===== config.mk =====
export PLATFORM = sky130hd
export DESIGN_NAME = atpg_mode_entry
export DESIGN_NICKNAME = d
export VERILOG_FILES = /design/src/rtl/atpg_mode_entry.sv
export SDC_FILE = /design/constraint.sdc
export NUM_CORES = 1
export LEC_CHECK = 0
export CORE_ASPECT_RATIO = 2
export CORE_MARGIN = 2
export CORE_UTILIZATION = 60
export CTS_BUF_LIST = sky130_fd_sc_hd__clkbuf_8
export CTS_CLUSTER_DIAMETER = 40
export DETAILED_ROUTE_END_ITERATION = 16
export PLACE_DENSITY_LB_ADDON = 0.1
export SYNTH_ARGS = -nofsm -noshare
export SYNTH_HDL_FRONTEND = slang
export SYNTH_SLANG_ARGS = --single-unit

===== constraint.sdc =====
create_clock -name clk -period 3.7 [get_ports clk]
set_input_delay 0.37 -clock clk [delete_from_list [all_inputs] [get_ports clk]]
set_output_delay 0.37 -clock clk [all_outputs]
set_load 0.03 [all_outputs]

===== src/rtl/atpg_mode_entry.sv =====
// Tester test-mode entry responder: synchronises TST/SCL/SDA pads, shifts in a
// 16-bit key while TST is high and raises scan/IDDQ mode enables on a match.
module atpg_mode_entry #(
  parameter logic [15:0]      KEY_SCAN = 16'hA53C,
  parameter logic [15:0]      KEY_IDDQ = 16'h5AC3,
  parameter int unsigned      TMO_W    = 12,
  parameter logic [TMO_W-1:0] TMO_MAX  = 12'd4000,
  parameter logic [7:0]       EXIT_CYC = 8'd16
) (
  input  logic       clk,
  input  logic       rstz,
  input  logic       tst_i,
  input  logic       scl_i,
  input  logic       sda_i,
  output logic       scan_mode,
  output logic       iddq_mode,
  output logic       key_err,
  output logic       busy,
  output logic [4:0] bit_cnt
);

  typedef enum logic [2:0] {
    ST_IDLE   = 3'd0,
    ST_SHIFT  = 3'd1,
    ST_CHECK  = 3'd2,
    ST_ACTIVE = 3'd3,
    ST_FAIL   = 3'd4
  } state_t;

  localparam logic [TMO_W-1:0] TMO_LAST  = TMO_MAX - {{(TMO_W-1){1'b0}}, 1'b1};
  localparam logic [7:0]       EXIT_LAST = EXIT_CYC - 8'd1;

  logic tst_meta_r, tst_sync_r, tst_prev_r;
  logic scl_meta_r, scl_sync_r, scl_prev_r;
  logic sda_meta_r, sda_sync_r;
  logic tst_rise_s, scl_rise_s;

  state_t           state_r, state_nx_s;
  logic [15:0]      shreg_r, shreg_nx_s;
  logic [4:0]       bit_cnt_r, bit_cnt_nx_s;
  logic [TMO_W-1:0] tmo_r, tmo_nx_s;
  logic [7:0]       exit_r, exit_nx_s;
  logic             scan_r, scan_nx_s;
  logic             iddq_r, iddq_nx_s;
  logic             key_err_r, key_err_nx_s;
  logic             busy_r, busy_nx_s;

  // Pad synchronisers and edge-history flops. The TST chain resets high so a
  // TST pad held high through reset is never mistaken for a fresh rising edge.
  always_ff @(posedge clk) begin
    if (!rstz) begin
      tst_meta_r <= 1'b1;
      tst_sync_r <= 1'b1;
      tst_prev_r <= 1'b1;
      scl_meta_r <= 1'b0;
      scl_sync_r <= 1'b0;
      scl_prev_r <= 1'b0;
      sda_meta_r <= 1'b0;
      sda_sync_r <= 1'b0;
    end else begin
      tst_meta_r <= tst_i;
      tst_sync_r <= tst_meta_r;
      tst_prev_r <= tst_sync_r;
      scl_meta_r <= scl_i;
      scl_sync_r <= scl_meta_r;
      scl_prev_r <= scl_sync_r;
      sda_meta_r <= sda_i;
      sda_sync_r <= sda_meta_r;
    end
  end

  assign tst_rise_s = tst_sync_r & ~tst_prev_r;
  assign scl_rise_s = scl_sync_r & ~scl_prev_r;

  // Next-state and next-output logic for the key-entry FSM.
  always_comb begin
    state_nx_s   = state_r;
    shreg_nx_s   = shreg_r;
    bit_cnt_nx_s = bit_cnt_r;
    tmo_nx_s     = tmo_r;
    exit_nx_s    = exit_r;
    scan_nx_s    = scan_r;
    iddq_nx_s    = iddq_r;
    key_err_nx_s = key_err_r;
    case (state_r)
      ST_IDLE: begin
        scan_nx_s    = 1'b0;
        iddq_nx_s    = 1'b0;
        key_err_nx_s = 1'b0;
        exit_nx_s    = 8'd0;
        if (tst_rise_s) begin
          state_nx_s   = ST_SHIFT;
          shreg_nx_s   = 16'h0000;
          bit_cnt_nx_s = 5'd0;
          tmo_nx_s     = {TMO_W{1'b0}};
        end else begin
          state_nx_s = ST_IDLE;
        end
      end
      ST_SHIFT: begin
        // TST falling outranks a coincident SCL rise: abort without shifting.
        if (!tst_sync_r) begin
          state_nx_s = ST_IDLE;
        end else if (scl_rise_s) begin
          shreg_nx_s   = {shreg_r[14:0], sda_sync_r};
          bit_cnt_nx_s = (bit_cnt_r < 5'd16) ? (bit_cnt_r + 5'd1) : bit_cnt_r;
          tmo_nx_s     = {TMO_W{1'b0}};
          if (bit_cnt_r >= 5'd15) begin
            state_nx_s = ST_CHECK;
          end else begin
            state_nx_s = ST_SHIFT;
          end
        end else if (tmo_r >= TMO_LAST) begin
          state_nx_s   = ST_FAIL;
          key_err_nx_s = 1'b1;
        end else begin
          tmo_nx_s = tmo_r + {{(TMO_W-1){1'b0}}, 1'b1};
        end
      end
      ST_CHECK: begin
        exit_nx_s = 8'd0;
        if (shreg_r == KEY_IDDQ) begin
          state_nx_s = ST_ACTIVE;
          scan_nx_s  = 1'b1;
          iddq_nx_s  = 1'b1;
        end else if (shreg_r == KEY_SCAN) begin
          state_nx_s = ST_ACTIVE;
          scan_nx_s  = 1'b1;
          iddq_nx_s  = 1'b0;
        end else begin
          state_nx_s   = ST_FAIL;
          scan_nx_s    = 1'b0;
          iddq_nx_s    = 1'b0;
          key_err_nx_s = 1'b1;
        end
      end
      ST_ACTIVE: begin
        // Only a sustained TST low leaves the mode; shorter glitches just rearm.
        if (tst_sync_r) begin
          exit_nx_s = 8'd0;
        end else if (exit_r >= EXIT_LAST) begin
          exit_nx_s  = 8'd0;
          scan_nx_s  = 1'b0;
          iddq_nx_s  = 1'b0;
          state_nx_s = ST_IDLE;
        end else begin
          exit_nx_s = exit_r + 8'd1;
        end
      end
      ST_FAIL: begin
        scan_nx_s = 1'b0;
        iddq_nx_s = 1'b0;
        if (!tst_sync_r) begin
          state_nx_s   = ST_IDLE;
          key_err_nx_s = 1'b0;
        end else begin
          state_nx_s   = ST_FAIL;
          key_err_nx_s = 1'b1;
        end
      end
      default: begin
        state_nx_s   = ST_IDLE;
        scan_nx_s    = 1'b0;
        iddq_nx_s    = 1'b0;
        key_err_nx_s = 1'b0;
      end
    endcase
    busy_nx_s = (state_nx_s == ST_SHIFT) || (state_nx_s == ST_CHECK);
  end

  // FSM state and registered outputs.
  always_ff @(posedge clk) begin
    if (!rstz) begin
      state_r   <= ST_IDLE;
      shreg_r   <= 16'h0000;
      bit_cnt_r <= 5'd0;
      tmo_r     <= {TMO_W{1'b0}};
      exit_r    <= 8'd0;
      scan_r    <= 1'b0;
      iddq_r    <= 1'b0;
      key_err_r <= 1'b0;
      busy_r    <= 1'b0;
    end else begin
      state_r   <= state_nx_s;
      shreg_r   <= shreg_nx_s;
      bit_cnt_r <= bit_cnt_nx_s;
      tmo_r     <= tmo_nx_s;
      exit_r    <= exit_nx_s;
      scan_r    <= scan_nx_s;
      iddq_r    <= iddq_nx_s & scan_nx_s;
      key_err_r <= key_err_nx_s;
      busy_r    <= busy_nx_s;
    end
  end

  assign scan_mode = scan_r;
  assign iddq_mode = iddq_r;
  assign key_err   = key_err_r;
  assign busy      = busy_r;
  assign bit_cnt   = bit_cnt_r;

endmodule


# After elaboration in Yosys (flattened, before gate mapping)
# Cells that the tools add are included.
[op_classes]
addsub = 3
order_cmp = 4
eq_ne = 17
mux = 44
bitwise_logic = 6
reduce_logical = 9
[op_table]
columns = ["operator", "n"]
rows = [
  ["$mux W12", 4],
  ["$mux W16", 3],
  ["$pmux W16 S2", 1],
  ["$mux W3", 8],
  ["$pmux W12 S2", 1],
  ["$mux W5", 4],
  ["$eq A16 B15 Y1 const B", 1],
  ["$eq A16 B16 Y1 const B", 1],
  ["$mux W8", 2],
  ["$ne A2 B2 Y1 const B", 8],
  ["$pmux W8 S2", 1],
  ["$pmux W3 S5", 1],
  ["$mux W1", 14],
  ["$add A12 B1 Y12 const B", 1],
  ["$ge A12 B12 Y1 const B", 1],
  ["$pmux W5 S2", 1],
  ["$eq A3 B2 Y1 const B", 3],
  ["$add A8 B1 Y8 const B", 1],
  ["$ge A8 B4 Y1 const B", 1],
  ["$reduce_and A4 Y1", 2],
  ["$eq A3 B1 Y1 const B", 2],
  ["$pmux W1 S3", 2],
  ["$reduce_and A6 Y1", 1],
  ["$add A5 B1 Y5 const B", 1],
  ["13 further kinds", 18],
]
[word_totals]
register_bits = 56
in_bits = 5
output_inout_bits = 9
wordCells = 100

# Logic depth before layout (Yosys ltp)
# Gate-level depths: netlist of the first run.
[logic_depth]
word_depth = 7
depth_mapped = 7
depth_no_buf = 7

# Least setup slack after synthesis of the first run
# No wires, ideal clock.
[synth_timing]
kind = "reg-to-reg"
start = "register tmo_r[0]"
end = "register tmo_r[5]"
setup_time_ns = 0.070
arrival_ns = 1.875
slack_ns = 1.755
path_stages_with_launch = 8
path_cell_list = "dfxtp_1 ha_1 nand4_1 a211oi_1 or3_1 buf_6 or4_1 a21oi_1"
[synth_via]
elab_chain_cells = 5
[synth_rtl]
columns = ["element", "line_no", "source"]
rows = [
  ["start, declared", "41", "logic [TMO_W-1:0] tmo_r, tmo_nx_s;"],
  ["start signal, assigned", "177", "tmo_r <= {TMO_W{1'b0}};"],
  ["start signal, assigned", "187", "tmo_r <= tmo_nx_s;"],
  ["$add A12 B1 Y12", "117", "tmo_nx_s = tmo_r + {{(TMO_W-1){1'b0}}, 1'b1};"],
  ["$mux W12", "113", "end else if (tmo_r >= TMO_LAST) begin"],
  ["$mux W12", "104", "end else if (scl_rise_s) begin"],
  ["$mux W12", "102", "if (!tst_sync_r) begin"],
  ["$pmux W12 S2", "85", "case (state_r)"],
]
# Parallel ways exist; a longest one is shown, timed or not. The select of a mux whose other input is x is not followed.
# A chain may end at the register's enable or synchronous reset.

# Final worst setup path of the first run
[layout_timing]
start = "register state_r[0]"
end = "register tmo_r[5]"
[layout_via]
elab_chain_cells = 3
[layout_rtl]
columns = ["element", "line_no", "source"]
rows = [
  ["start, declared", "38", "state_t state_r, state_nx_s;"],
  ["start signal, assigned", "184", "state_r <= state_nx_s;"],
  ["$eq A3 B1 Y1 / $logic_not A3 Y1 (equally long branches)", "85", ""],
  ["$ne A3 B3 Y1 (no line), or another cell as far along", "--", ""],
  ["$reduce_and A4 Y1 (no line)", "--", ""],
]
# Parallel ways exist; a longest one is shown, timed or not.

==> impl_metrics.yaml, run 1 <==
status:
  status: "completed"
sta:
  rsz0062_at_grt: "false"
  fin_ws_ns: 1.03
  skew_ns: 0.0139
  fmax_ghz: 0.374
  setup_viol: 0
  slew_headroom_pct: 43.6
  worstMarginPinSlew_ns: 0.846
  holdWs_ns: 0.429
  drv_slew: 0
  min_period_over_period_pct: 72.3
  period_needed_ns: 2.67
  hold_viol: 0
  setup_tns_ns: 0
power:
  p_total_uw: 982
  cellLeakagePower_nw: 1.06
  p_per_area_mw_per_mm2: 354
  vdd_drop_max_v: 0.000327
drt:
  routed_wl_um: 5450
  drt_iter0_markers: 58
  drt_pass1_iterations: 4
  wl_per_cell_um: 15.3
  drc_errors: 0
  vias_per_cell: 6.09
  antenna_left: 0
  vias: 2168
placement:
  dp_slack_ns: 1.07
  place_congestion: 0.796
  dp_hpwl_um: 3980
  portBuffers: 13
setup_path:
  critical_path_required_ns: 3.94
  crit_type: "flop to flop"
  crit_start: "state_r[0]"
  worst-r2r-setup-slack_ns: 1.03
  start_kind: "flop"
  r2r_cells: 5
  cp.depth: 5
  cp_max_fo: 22
  rr_endpoint: "tmo_r[5]"
  crit_family: "simple AND/OR/NAND/NOR gates"
  cp_data_arrival_time_ns: 2.92
  reg2reg_from: "state_r[0]"
  crit_chain: "nor3b_4 > nand2_4 > or3_1 > or4_1 > a21oi_1"
  path_buf_inv: 0
  worstSetupEndpoint: "tmo_r[5]"
  cp-end-kind: "flop"
  crit_path_max_incr_delay_ns: 0.77
  crit_slowest_cell: "nor3b_4"
clock_network:
  cts_resized: 0
  clock_latency_ns: 0.31
  cts_made_buffers: 5
  cts_buffer_depth: 2
  h-tree-depth: 2
  cts-hold-fix-buffers: 0
  post_cts_buffers: 0
  cts_tree: "yes"
  cts.sinks: 56
  cts_root_buffer: "clkbuf_8"
  clkTransAtPathRegs_ns: 0.10
global_route:
  grt_pass1_vias: 2117
  grt_overflow: 0
  grt_pass1_wl_um: 9290
  track_usage_pct: 24.7
  grt_antenna_before_repair: 0
  grt_max_degree: 26
synth:
  async_flop_share_pct: 0
  yosysSeqAreaShare_pct: 43.9
  synth_cell_types: 45
  yosysWarningCount: 0
  synth.net_count: 306
  syn_area_per_cell_um2: 8.60
  syn-cell-area_mm2: 0.00255
  synthCells: 297
  synth_ff_type: "dfxtp_1"
  synth_seq_cells: 56
  synth_enable_flop_cells: 0
layout:
  fillers: 337
  antenna_cells: 0
  final_cell_mix: "dfxtp_1, nor2_1, a21oi_1"
  final_util_pct: 68.0
  num-nets-final: 312
  layout-drive-gt1-share_pct: 4.61
  final_common_cell: "dfxtp_1"
  synthToLayoutAreaGrowth_pct: 8.77
floorplan:
  io_pins: 14
  die_area_mm2: 0.00483
  start_util_pct: 62.5
  die_y_um: 96.3
  core-area_mm2: 0.00409
  row_count: 33
  die_w_um: 50.1
flow_run:
  max_cap_viol_count: 0
hold_path:
  worstHoldPathType: "flop to flop"
-- power breakdown --
group,internal [mW],switching [mW]
Clock,0.148,0.186
Combinational,0.0132,0.0266
Sequential,0.606,0.00252
-- cell type report --
class	instances	area [µm²]	share of cell area, %
well taps	52	65.1	2.34
clock inverters	2	7.51	0.270
clock buffers	6	82.6	2.97
repair buffers	15	145	5.23
flip-flops and latches	56	1120	40.4
inverters	5	18.8	0.676
multi-input cells	220	1340	48.2
-- worst reg2reg max path, cell delays in order, from the launching register on --
cell,delay (ns)
dfxtp_1,0.55
nor3b_4,0.77
nand2_4,0.13
or3_1,0.50
or4_1,0.52
a21oi_1,0.15
-- synthesized netlist by cell type, types with 4 or more instances --
cell	number	area share [%]
a31oi_1	4	0.98
inv_1	4	0.59
nand3_1	15	2.9
and3_1	26	6.4
clkbuf_1	12	1.8
ha_1	4	2.0
o21ai_0	15	2.9
nor2_1	32	4.7
nor3_1	4	0.78
and2_1	8	2.0
nand4_1	5	1.2
o211ai_1	4	1.2
a21oi_1	32	6.3
dfxtp_1	56	44
nor2b_1	4	0.98
nand2b_1	5	1.2
or4_1	7	2.1
nand2_1	16	2.4
-- kinds of logic after synthesis --
| family | count (synthesis) | share of synthesized area, % |
|---|---|---|
| simple gates | 139 | 30.8 |
| buf+inv | 21 | 3.72 |
| fa+ha+maj | 4 | 1.96 |
| compound gates | 74 | 18.5 |
| flops | 56 | 43.9 |
| mux | 3 | 1.18 |
-- state kept, by name, summed over array words and instances (netlist names) --
signal	flops
shreg_r	16
tmo_r	12
exit_r	8
bit_cnt	5
state_r	3
busy	1
iddq_mode	1
key_err	1
scan_mode	1
scl_meta_r	1
scl_prev_r	1
scl_sync_r	1
sda_meta_r	1
sda_sync_r	1
tst_meta_r	1
tst_prev_r	1
tst_sync_r	1
-- metrics by stage --
| stage | instance area [µm²] | cells |
|---|---|---|
| floorplan | 2550 | 297 |
| global placement | 2690 | 348 |
| detailed placement | 2690 | 348 |
| CTS | 2780 | 356 |
| global route | 2780 | 356 |
| finish | 2780 | 356 |
-- layer usage --
layer	vias to the layer above	GRT usage (%)	share of wire [%]	wire, µm
li1	1100	-	-	-
met3	16	4.35	1.8	100
met5	-	0	0	0
met2	31	46.7	55	3010
met1	1021	25.4	40	2160
met4	0	11.8	3.3	182
-- how the worst min path moves through the flow --
| stage | start | end | slack [ns] | cells after the start |
|---|---|---|---|---|
| after floorplan | tst_meta_r | tst_sync_r | 0.39 | 1 |
| after global placement | tst_meta_r | tst_sync_r | 0.40 | 1 |
| after detailed placement | tst_meta_r | tst_sync_r | 0.39 | 1 |
| after CTS | exit_r[6] | exit_r[6] | 0.43 | 2 |
| after global routing | tst_meta_r | tst_sync_r | 0.44 | 1 |
| final | exit_r[6] | exit_r[6] | 0.43 | 2 |
(Power assumes the default switching activity.)
==> run 2, diff against run 1 <==
- clock period: 3.7 -> 2.7 ns (I/O delays scaled with it)
==> run 2 against run 1 <==
Net effect:
- via count grew 2.8%
- largest cell class unchanged
- clock power grew 43%
- count of clock-buffer cells in the layout unchanged
- power increased by 40%
- first-iteration DRC count is 33% higher
- cell count up 1.7%
- maximum frequency is 21% higher
- core utilization rose by 1.3 points
- critical path depth is the same
- die area is the same
==> impl_metrics.yaml, run 2 (same netlist as run 1, synthesis figures left out) <==
layout:
  seqCellArea_mm2: 0.00112
  synthToLayoutAreaGrowth_pct: 10.8
  largest_reg_flops: 16
  multi_input_area_mm2: 0.00134
  largest_register: "shreg_r"
  antenna_cells: 0
  final_cell_area_mm2: 0.00283
  final_util_pct: 69.2
  fillers: 344
  final_common_cell: "dfxtp_1"
  final_cell_mix: "dfxtp_1, nor2_1, a21oi_1"
  top_regs: "shreg_r x16, tmo_r x12, exit_r x8"
  num-nets-final: 318
  layout-drive-gt1-share_pct: 7.10
setup_path:
  crit_chain: "nor2b_1 > nand2b_1 > or3_1 > or4_1 > a21oi_1"
  cp.depth: 5
  worst-r2r-setup-slack_ns: 0.50
  start_kind: "flop"
  crit_start: "state_r[0]"
  crit_type: "flop to flop"
  rr_endpoint: "tmo_r[5]"
  reg2reg_from: "state_r[0]"
  critical_path_required_ns: 2.94
  cp_max_fo: 12
  cp-end-kind: "flop"
  path_buf_inv: 0
  r2r_cells: 5
  cp_data_arrival_time_ns: 2.44
  crit_slowest_cell: "dfxtp_1"
  crit_path_max_incr_delay_ns: 0.57
  worstSetupEndpoint: "tmo_r[5]"
  crit_family: "simple AND/OR/NAND/NOR gates"
power:
  cellLeakagePower_nw: 1.08
  vdd_drop_max_v: 0.000523
  p_per_area_mw_per_mm2: 484
sta:
  setup_viol: 0
  min_period_over_period_pct: 81.6
  fmax_ghz: 0.454
  period_needed_ns: 2.20
  rsz0062_at_grt: "false"
  worstMarginPinSlew_ns: 0.547
  drv_slew: 0
  hold_viol: 0
  fin_ws_ns: 0.497
  setup_tns_ns: 0
  slew_headroom_pct: 63.3
  skew_ns: 0.00978
clock_network:
  cts-hold-fix-buffers: 0
  clkTransAtPathRegs_ns: 0.10
  h-tree-depth: 2
  cts_buffer_depth: 2
  clock_latency_ns: 0.31
  cts_tree: "yes"
  cts_root_buffer: "clkbuf_8"
  post_cts_buffers: 0
  cts_made_buffers: 5
  cts.sinks: 56
  cts_resized: 0
floorplan:
  core-area_mm2: 0.00409
  die_y_um: 96.3
  row_count: 33
  die_area_mm2: 0.00483
  io_pins: 14
  die_w_um: 50.1
  start_util_pct: 62.5
global_route:
  grt_overflow: 0
  track_usage_pct: 25.5
  grt_antenna_before_repair: 0
  grt_pass1_vias: 2222
  grt_pass1_wl_um: 9580
  grt_max_degree: 28
drt:
  vias_per_cell: 6.16
  wl_met3_um: 94
  antenna_left: 0
  drc_errors: 0
  routedLengthMet1_um: 2330
  wl_met2_um: 3010
  drt_iter0_markers: 77
  top_layer: "met4"
  wl_per_cell_um: 15.8
  drt_pass1_iterations: 4
  routed_wl_um: 5700
  vias: 2229
placement:
  dp_hpwl_um: 4110
  portBuffers: 13
  place_congestion: 0.843
  placed_area_mm2: 0.00273
  dp_slack_ns: 0.553
flow_run:
  max_cap_viol_count: 0
hold_path:
  worstHoldPathType: "flop to flop"
status:
  status: "completed"
==> run 2: changes by cell type in the layout (fill, tap and decap cells not counted), sizes merged <==
cell	delta
inv	-1
clkinv	+1
buf	+6
==> run 2: final cells by class <==
cell class              count  share of cell area [%]
repair buffers             21                    6.72
clock inverters             2                   0.487
inverters                   5                   0.663
well taps                  52                    2.30
multi-input cells         220                    47.3
flip-flops and latches     56                    39.6
clock buffers               6                    2.92
==> run 2: worst register-to-register path: stages (launching register included) <==
cell      delay [ns]
dfxtp_1         0.57
nor2b_1         0.16
nand2b_1        0.20
or3_1           0.53
or4_1           0.51
a21oi_1         0.16
==> run 2: routing by layer <==
metal  vias up  global-route usage, %
li1       1111                      -
met1      1057                   26.6
met2        39                   46.7
met3        22                   2.64
met4         0                   16.9
met5         -                      0
==> run 2: metrics by stage <==
step / hold slack (ns) / total power [mW] / std cells
2_1_floorplan: 0.371 / 0.891 / 297
3_3_place_gp: 0.393 / 0.913 / 354
3_5_place_dp: 0.397 / 0.913 / 354
4_1_cts: 0.421 / 1.38 / 362
5_1_grt: 0.433 / 1.42 / 362
6_report: 0.417 / 1.37 / 362
==> run 2: report_power, final <==
part	internal (mW)	leakage (nW)	switching (mW)
registers	0.831	0.452	0.00271
logic	0.0212	0.579	0.0388
clock network	0.210	0.0516	0.267
==> run 2: how the worst min path moves through the flow <==
stage	from	endpoint	slack [ns]	depth (start not counted)
5_1_grt	tst_meta_r	tst_sync_r	0.43	1
3_3_place_gp	tst_meta_r	tst_sync_r	0.39	1
2_1_floorplan	tst_i	tst_meta_r	0.37	1
6_report	tst_meta_r	tst_sync_r	0.42	1
4_1_cts	tst_meta_r	tst_sync_r	0.42	1
3_5_place_dp	tst_meta_r	tst_sync_r	0.40	1
==> run 3, diff against run 2 <==
- CORE_UTILIZATION: 60 -> 55
- clock period: 2.7 -> 1.9 ns (I/O delays scaled with it)
==> run 3 against run 2 <==
Net effect:
- combinational power rose by 60%
- largest power group unchanged
- highest routed layer unchanged
- clock skew fell by 0.0025 ns
- maximum frequency rose by 19%
- sequential power rose by 41%
- critical endpoint is now tmo_r[7]
- critical path type unchanged
- first-iteration DRC count fell by 21%
- cell count rose by 5.5%
- register-to-register slack got worse by 0.44 ns
- cell area rose by 6.1%
- die area rose by 8.5%
==> impl_metrics.yaml, run 3 (same netlist as run 1, synthesis figures left out) <==
placement:
  place_congestion: 0.839
  portBuffers: 13
  dp_hpwl_um: 4470
  dp_slack_ns: 0.0239
drt:
  antenna_left: 0
  drt_pass1_iterations: 4
  drt_iter0_markers: 61
  vias_per_cell: 6.01
  vias: 2294
  routed_wl_um: 6000
  drc_errors: 0
  wl_per_cell_um: 15.7
setup_path:
  start_kind: "flop"
  cp_data_arrival_time_ns: 2.09
  crit_chain: "nor3b_2 > nand2b_1 > or3_4 > or4_1 > a21oi_1"
  crit_path_max_incr_delay_ns: 0.49
  path_buf_inv: 0
  cp-end-kind: "flop"
  crit_type: "flop to flop"
  reg2reg_from: "state_r[2]"
  critical_path_required_ns: 2.15
  worst-r2r-setup-slack_ns: 0.05
  crit_slowest_cell: "or4_1"
  crit_family: "simple AND/OR/NAND/NOR gates"
  r2r_cells: 5
  cp_max_fo: 9
  rr_endpoint: "tmo_r[7]"
status:
  status: "completed"
global_route:
  grt_antenna_before_repair: 0
  met1_usage_pct: 24.4
  track_usage_pct: 24.9
  grt_util_met3_pct: 3.87
  grt_pass1_vias: 2244
  grtUsageMet2_pct: 47.0
  grt_overflow: 0
  busiest_layer: "met2"
  grt_pass1_wl_um: 9920
  grt_max_degree: 27
floorplan:
  core-area_mm2: 0.00455
  die_y_um: 100
  start_util_pct: 56.1
  row_count: 35
  io_pins: 14
  die_w_um: 52.2
  die_area_mm2: 0.00524
clock_network:
  cts.sinks: 56
  cts_made_buffers: 5
  cts_tree: "yes"
  clock_latency_ns: 0.31
  clkTransAtPathRegs_ns: 0.09
  h-tree-depth: 2
  cts_root_buffer: "clkbuf_8"
  cts-hold-fix-buffers: 0
  cts_buffer_depth: 2
power:
  vdd_drop_max_v: 0.000753
  p_per_area_mw_per_mm2: 649
  p_total_mw: 1.95
  cellLeakagePower_nw: 1.17
sta:
  rsz0062_at_grt: "true"
  hold_viol: 0
  slew_headroom_pct: 71.8
  skew_ns: 0.00730
  fin_ws_ns: 0.0529
  setup_viol: 0
  min_period_over_period_pct: 97.2
  worstMarginPinSlew_ns: 0.423
  drv_slew: 0
  period_needed_ns: 1.85
  setup_tns_ns: 0
  holdWs_ns: 0.413
  fmax_ghz: 0.541
flow_run:
  max_cap_viol_count: 0
hold_path:
  min_from: "tst_meta_r"
  whs_path_depth: 1
  worstHoldPathType: "flop to flop"
  hold_path_end: "tst_sync_r"
layout:
  synthToLayoutAreaGrowth_pct: 17.5
  final_cell_mix: "dfxtp_1, nor2_1, a21oi_1"
  top_regs: "shreg_r x16, tmo_r x12, exit_r x8"
  antenna_cells: 0
  final_util_pct: 65.9
  final_common_cell: "dfxtp_1"
  largest_register: "shreg_r"
  largest_reg_flops: 16
  layout-drive-gt1-share_pct: 15.0
  fillers: 407
  num-nets-final: 336
-- run 3: power by group --
group          internal, mW  switching (mW)  total, mW
sequential             1.18         0.00304       1.18
combinational        0.0366          0.0595     0.0961
clock                 0.291           0.376      0.667
total                  1.51           0.438       1.95
-- run 3: how the worst max path moves through the flow --
stage                     slack [ns]       end  cells past startpoint       start
after floorplan                -0.03  tmo_r[5]                      7  state_r[2]
after global placement          0.09  tmo_r[7]                      6    tmo_r[0]
after detailed placement        0.02  tmo_r[7]                      5  state_r[1]
after CTS                      0.004  tmo_r[7]                      5  state_r[1]
after global routing           -0.05  tmo_r[7]                      5  tst_sync_r
final                           0.05  tmo_r[7]                      5  state_r[2]
-- run 3: repair_timing --
item / in CTS / in global routing
endpoints found under the setup margin: 0 / 28
gates resized for setup: 0 / 7
setup buffers: 0 / 1
-- run 3: layout make-up --
cell class / instances / area [µm²] / area share [%]
multi-input cells: 220 / 1370 / 45.7
flip-flops and latches: 56 / 1120 / 37.5
repair buffers: 39 / 325 / 10.8
clock buffers: 6 / 82.6 / 2.75
well taps: 55 / 68.8 / 2.29
inverters: 5 / 18.8 / 0.626
clock inverters: 1 / 8.76 / 0.292
-- run 3: metal layers --
layer | vias to the layer above | part of all wire (%)
li1 | 1142 | -
met1 | 1096 | 39
met2 | 37 | 55
met3 | 19 | 1.7
met4 | 0 | 4.3
met5 | - | 0
-- run 3: per-stage QoR --
step           cells  cell area (µm²)
2_1_floorplan    297             2570
3_3_place_gp     374             2880
3_5_place_dp     374             2880
4_1_cts          381             2970
5_1_grt          382             3000
6_report         382             3000
